<file path="config.mk">
export PLATFORM = sky130hd
export DESIGN_NAME = tx_arbiter
export DESIGN_NICKNAME = d
export VERILOG_FILES = /design/src/rtl/tx_arbiter.sv
export SDC_FILE = /design/constraint.sdc
export NUM_CORES = 1
export LEC_CHECK = 0
export CORE_ASPECT_RATIO = 1.5
export CORE_MARGIN = 8
export CORE_UTILIZATION = 40
export CTS_CLUSTER_DIAMETER = 200
export DETAILED_ROUTE_END_ITERATION = 8
export GPL_TIMING_DRIVEN = 0
export PLACE_DENSITY = 0.62
export SLEW_MARGIN = 10
export SYNTH_ARGS = -nofsm -noshare
export SYNTH_HDL_FRONTEND = slang
export SYNTH_SLANG_ARGS = --single-unit
</file>
<file path="constraint.sdc">
create_clock -name clk -period 3.1 [get_ports clk]
set_clock_uncertainty 0.05 [all_clocks]
set_input_delay 0.62 -clock clk [delete_from_list [all_inputs] [get_ports clk]]
set_output_delay 0.62 -clock clk [all_outputs]
set_load 0.03 [all_outputs]
</file>
<file path="src/rtl/tx_arbiter.sv">
// Round-robin arbiter sharing one UART transmitter (Send/Din/Sent) among NUM_REQ byte producers.
// Latency: req sampled at edge N -> tx_send in cycle N+1; tx_sent at edge M -> tx_send low in M+1.
// Backpressure: requesters hold req/data until ack; the transmitter stalls us via Sent, bounded by a watchdog.
module tx_arbiter #(
    parameter int NUM_REQ        = 4,
    parameter int TIMEOUT_CYCLES = 100000
) (
    input  logic                 clk,
    input  logic                 Reset,
    input  logic [NUM_REQ-1:0]   req,
    input  logic [8*NUM_REQ-1:0] req_data,
    output logic [NUM_REQ-1:0]   ack,
    output logic                 tx_send,
    output logic [7:0]           tx_din,
    input  logic                 tx_sent,
    output logic                 busy,
    output logic [2:0]           grant_id,
    output logic                 timeout_err,
    input  logic                 clr_err
);
    localparam int             WDW    = $clog2(TIMEOUT_CYCLES + 1);
    localparam logic [WDW-1:0] WD_MAX = WDW'(TIMEOUT_CYCLES);

    typedef enum logic [1:0] {IDLE, SEND, RELEASE, ACK} state_t;

    state_t               state, state_nxt;
    logic [2:0]           ptr, ptr_nxt;
    logic [WDW-1:0]       wd;
    logic [NUM_REQ-1:0]   rot;
    logic [3:0]           sum;
    logic [2:0]           winner;
    logic [7:0]           win_dat;
    logic [NUM_REQ-1:0]   grant_oh;
    logic                 wd_expired;
    logic                 timeout_set;
    logic                 req_held;

    // Rotate requests so bit 0 is the pointer slot; the lowest set bit is the winner.
    always_comb begin
        rot = NUM_REQ'({req, req} >> ptr);
        sum = '0;
        for (int i = NUM_REQ - 1; i >= 0; i--) begin
            if (rot[i]) sum = {1'b0, ptr} + 4'(i);
        end
        winner = (sum >= 4'(NUM_REQ)) ? 3'(sum - 4'(NUM_REQ)) : 3'(sum);
        win_dat = '0;
        for (int i = 0; i < NUM_REQ; i++) begin
            if (winner == 3'(i)) win_dat = req_data[8*i +: 8];
        end
    end

    always_comb begin
        grant_oh    = NUM_REQ'(1) << grant_id;
        req_held    = |(req & grant_oh);
        wd_expired  = (wd == WD_MAX);
        timeout_set = (state == SEND) && wd_expired && !tx_sent;
        ptr_nxt     = (grant_id == 3'(NUM_REQ - 1)) ? 3'd0 : grant_id + 3'd1;
    end

    always_comb begin
        state_nxt = state;
        case (state)
            IDLE:    if (|req) state_nxt = SEND;
            SEND:    if (tx_sent || wd_expired) state_nxt = RELEASE;
            RELEASE: if (!tx_sent) state_nxt = ACK;
            ACK:     if (!req_held) state_nxt = IDLE;
            default: state_nxt = IDLE;
        endcase
    end

    always_ff @(posedge clk) begin
        if (Reset) begin
            state       <= IDLE;
            ptr         <= '0;
            wd          <= '0;
            tx_din      <= 8'h00;
            grant_id    <= '0;
            timeout_err <= 1'b0;
        end else begin
            state <= state_nxt;
            if (state == IDLE && |req) begin
                tx_din   <= win_dat;
                grant_id <= winner;
            end
            // Watchdog saturates at the limit; it is only cleared once Sent has dropped.
            if (state == SEND && !wd_expired) wd <= wd + 1'b1;
            else if (state == RELEASE && !tx_sent) wd <= '0;
            if (timeout_set) timeout_err <= 1'b1;
            else if (clr_err) timeout_err <= 1'b0;
            if (state == ACK && !req_held) ptr <= ptr_nxt;
        end
    end

    assign tx_send = (state == SEND);
    assign busy    = (state != IDLE);
    assign ack     = (state == ACK) ? grant_oh : '0;

endmodule

</file>
==> metrics.log, run 1 <==
INFO  metric status = completed
INFO  metric share_of_layout_cells_above_drive_strength_1 = around a tenth
INFO  metric count_of_flip_flops_with_a_built_in_enable_after_synthesis = 0
INFO  metric report.final.setup_viol = 0
INFO  metric layout.nets = 437
INFO  metric drt_pass1_iterations = 5
INFO  metric grtUsageTotal = between 10% and 20%
INFO  metric coreArea = about 6500 sq um
INFO  metric detail-route-antenna-nets = 0
INFO  metric worstPathMaxFanout = 10
INFO  metric placement.io_buffers = 52
INFO  metric synthesis.nets = roughly 380
INFO  metric worstSetupStartpointType = register
INFO  metric insertion_delay = 0.29 ns
INFO  metric totalNegativeSetupSlack = 0 ns
INFO  metric worst-setup-path-type = register to register
INFO  metric first_global_vias = between 2000 and 3000
INFO  metric drv_cap = 0
INFO  metric postCtsSetupBuffers = 0
INFO  metric hpwl = 6.31 mm
INFO  metric number_of_library_cell_types_mapped_by_synthesis = 68
INFO  metric cts_buffers = 5
INFO  metric hold_buffers = 0
INFO  metric cts_tree = yes
INFO  metric synthFlopType = sky130_fd_sc_hd__dfxtp_1
INFO  metric worst_ep_arrival_time = about 2.9 ns
INFO  metric peakVddDrop = 0.342 mV
INFO  metric area.sequential = between 600 and 700 sq um
INFO  metric grt_first_pass_wirelength = 13.3 mm
INFO  metric root_buffer = sky130_fd_sc_hd__clkbuf_8
INFO  metric critical_path.endpoint_type = register
INFO  metric drt_first_iter_violations = 142
INFO  metric preCtsSetupSlack = about 0.38 ns
INFO  metric timing.critical_path.cells = buf_4 > inv_1 > ha_1 > inv_1 > a21bo_2 > mux2i_1 > nand2_1 > nor4b_1 > a211oi_1
INFO  metric gr-usage-met3 = roughly 3.1%
INFO  metric timing_hold_violations_final = 0
INFO  metric vias_per_cell = between 5 and 6
INFO  metric synthToLayoutAreaGrowth = 26.5%
INFO  metric design.die.area = 9630 sq um
INFO  metric p_per_area = 592 nW/um^2
INFO  metric floorplan.die.height = 116 um
INFO  metric worst_ep_required_time = 3.23 ns
INFO  metric synth_sequential_area_ratio = between 20% and 30%
INFO  metric rsz0062_at_grt = false
INFO  metric antenna-diode-count = 0
INFO  metric num_io_pins = 58
INFO  metric fin_crit_sh = 87.9%
INFO  metric globalRoute.busiestLayer = met2
INFO  metric layout_min_cycle_time = about 2.7 ns
INFO  metric final_cell_mix = sky130_fd_sc_hd__clkdlybuf4s50_1, sky130_fd_sc_hd__dfxtp_1, sky130_fd_sc_hd__a21oi_1, sky130_fd_sc_hd__nor2_1, sky130_fd_sc_hd__nand2_1
INFO  metric synth_cells = 324
INFO  metric finalWorstSetupSlack = 0.376 ns
INFO  metric vias = 2752
INFO  metric tightestPinTransition = 0.766 ns
INFO  metric worst_hold_path_type = register to register
INFO  metric critical-path-top-cell-by-count = sky130_fd_sc_hd__inv_1
INFO  metric cts_sinks = 34
INFO  metric grt_max_degree = 12
INFO  metric synth-async-reset-ratio = 0%
INFO  metric yosysWarnings = 0
INFO  metric grt-ovfl-total = 0
INFO  metric grt_use_met2 = a little under a third
INFO  metric initial_utilization = 41.3%
INFO  metric floorplan.rows = 36
INFO  metric synth_area = 2680 sq um
INFO  metric wl = 8.15 mm
INFO  metric ctsLongestPathBuffers = 2
INFO  metric timing.critical_path.slowest_cell_delay = 0.46 ns
INFO  metric timing.final.max_slew_violations = 0
INFO  metric crit_path_top_delay_cell = sky130_fd_sc_hd__mux2i_1
INFO  metric area_taken_by_multi_input_logic_gates = 1850 sq um
INFO  metric route.detailed.drc = 0
INFO  metric h-tree-depth = 2
INFO  metric yosys_reg_bits = 34
INFO  metric clk_pin_slew = 0.08 ns
INFO  metric gr-usage-met1 = about 17%
INFO  metric finalWeightedCongestion = 0.831
INFO  metric postSynthAreaPerCell = 8.27 sq um
INFO  metric final.fill_count = 641
INFO  metric antenna_found_initial = 0
INFO  metric slew_headroom = roughly half
INFO  metric wl_per_cell = ~18 um
INFO  metric die_x_extent = 82.8 um
INFO  metric cts_resized = 0
INFO  metric max_freq = 0.367 GHz
INFO  metric power.leakage = 1.23 nW
INFO  metric layout_commonest_cell = sky130_fd_sc_hd__clkdlybuf4s50_1
[cells in the mapped netlist (3+ instances only)]
| master | instances | area, sq um |
|---|---|---|
| sky130_fd_sc_hd__a2111o_1 | 3 | 33.8 |
| sky130_fd_sc_hd__a211oi_1 | 9 | 67.6 |
| sky130_fd_sc_hd__a21oi_1 | 25 | 125 |
| sky130_fd_sc_hd__a222oi_1 | 3 | 30.0 |
| sky130_fd_sc_hd__a22oi_1 | 3 | 22.5 |
| sky130_fd_sc_hd__a311oi_1 | 5 | 43.8 |
| sky130_fd_sc_hd__and2_1 | 7 | 43.8 |
| sky130_fd_sc_hd__and3_1 | 4 | 25.0 |
| sky130_fd_sc_hd__and4_1 | 3 | 26.3 |
| sky130_fd_sc_hd__buf_2 | 6 | 30.0 |
| sky130_fd_sc_hd__buf_6 | 3 | 33.8 |
| sky130_fd_sc_hd__clkbuf_1 | 6 | 22.5 |
| sky130_fd_sc_hd__dfxtp_1 | 34 | 681 |
| sky130_fd_sc_hd__ha_1 | 14 | 175 |
| sky130_fd_sc_hd__inv_1 | 13 | 48.8 |
| sky130_fd_sc_hd__mux2i_1 | 14 | 140 |
| sky130_fd_sc_hd__nand2_1 | 21 | 78.8 |
| sky130_fd_sc_hd__nand2b_1 | 8 | 50.1 |
| sky130_fd_sc_hd__nand3_1 | 16 | 80.1 |
| sky130_fd_sc_hd__nand3b_1 | 4 | 30.0 |
| sky130_fd_sc_hd__nand4_1 | 11 | 68.8 |
| sky130_fd_sc_hd__nor2_1 | 25 | 93.8 |
| sky130_fd_sc_hd__nor2b_1 | 6 | 37.5 |
| sky130_fd_sc_hd__nor3_1 | 6 | 30.0 |
| sky130_fd_sc_hd__nor3b_1 | 4 | 30.0 |
| sky130_fd_sc_hd__nor4_1 | 4 | 25.0 |
| sky130_fd_sc_hd__o21ai_0 | 13 | 65.1 |
| sky130_fd_sc_hd__xor2_1 | 4 | 35.0 |
[cell families (layout without fill, tap and decap cells)]
| family | Yosys count | in the layout | share of synthesized area, % |
|---|---|---|---|
| DFF | 34 | 34 | 25.4 |
| muxes | 17 | 17 | 6.91 |
| adders and majority gates | 14 | 14 | 6.54 |
| AOI/OAI and AO/OA | 85 | 85 | 24.4 |
| and+or+nand+nor | 138 | 138 | 29.3 |
| xor gates and xnor gates | 6 | 6 | 1.96 |
| buffers and inverters | 30 | 90 | 5.51 |
[flip-flops by register name, summed over array words and instances, names as in the netlist]
register / cells
ptr: 3
state: 2
timeout_err: 1
wd: 17
grant_id: 3
tx_din: 8
[stage by stage]
stage | instances | power, W | util, % | area (sq um) | hold slack (ns)
4_1_cts | 460 | 0.00203 | 52.3 | 3390 | 0.426
2_1_floorplan | 324 | 0.00130 | - | 2680 | 0.402
5_1_grt | 460 | 0.00214 | 52.3 | 3390 | 0.448
3_5_place_dp | 452 | 0.00166 | 50.8 | 3300 | 0.417
3_3_place_gp | 452 | 0.00166 | 50.8 | 3300 | 0.408
6_report | 460 | 0.00201 | 52.3 | 3390 | 0.419
[critical path: cells and delay by family, from the launching register on]
family | cells | cell delay, ns
adders and majority gates | 1 | 0.37
and+or+nand+nor | 2 | 0.68
DFF | 1 | 0.37
muxes | 1 | 0.46
AOI/OAI and AO/OA | 2 | 0.26
buffers and inverters | 3 | 0.42
[area by class of cell]
| cell class | instances | share of cell area (%) |
|---|---|---|
| Inverter | 13 | 1.44 |
| Timing Repair Buffer | 52 | 15.4 |
| Multi-Input combinational cell | 260 | 54.6 |
| Clock buffer | 6 | 2.44 |
| Tap cell | 76 | 2.80 |
| Clock inverter | 2 | 0.369 |
| Sequential cell | 34 | 20.1 |
| Buffer | 17 | 2.92 |
[report_power, final]
| part | internal [W] | switching [W] | total, W |
|---|---|---|---|
| combinational | 0.000438 | 0.000634 | 0.00107 |
| clock | 0.000179 | 0.000177 | 0.000355 |
| sequential | 0.000513 | 0.0000665 | 0.000579 |
| total | 0.00113 | 0.000877 | 0.00201 |
[path summary, 6_finish.rpt]
kind               startpoint           to  slack, ns  cells past startpoint
hold reg to reg   timeout_err  timeout_err       0.42                      2
setup / recovery       ptr[0]    tx_din[1]       0.38                      9
setup reg to reg       ptr[0]    tx_din[1]       0.38                      9
hold / removal    timeout_err  timeout_err       0.42                      2
[layer usage]
layer | routed length [um] | up-vias | share of wire, %
met4 | 250 | 0 | 3.1
met2 | 4390 | 86 | 54
met1 | 3100 | 1296 | 38
li1 | - | 1346 | -
met5 | 0 | - | 0
met3 | 405 | 24 | 5.0
No activity file was read; power rests on OpenSTA's default activity.
==> run 2, diff against run 1 <==
- CAP_MARGIN: unset -> 20
==> results of run 2 <==
Final layout, timing and power as in run 1 (identical DEF).
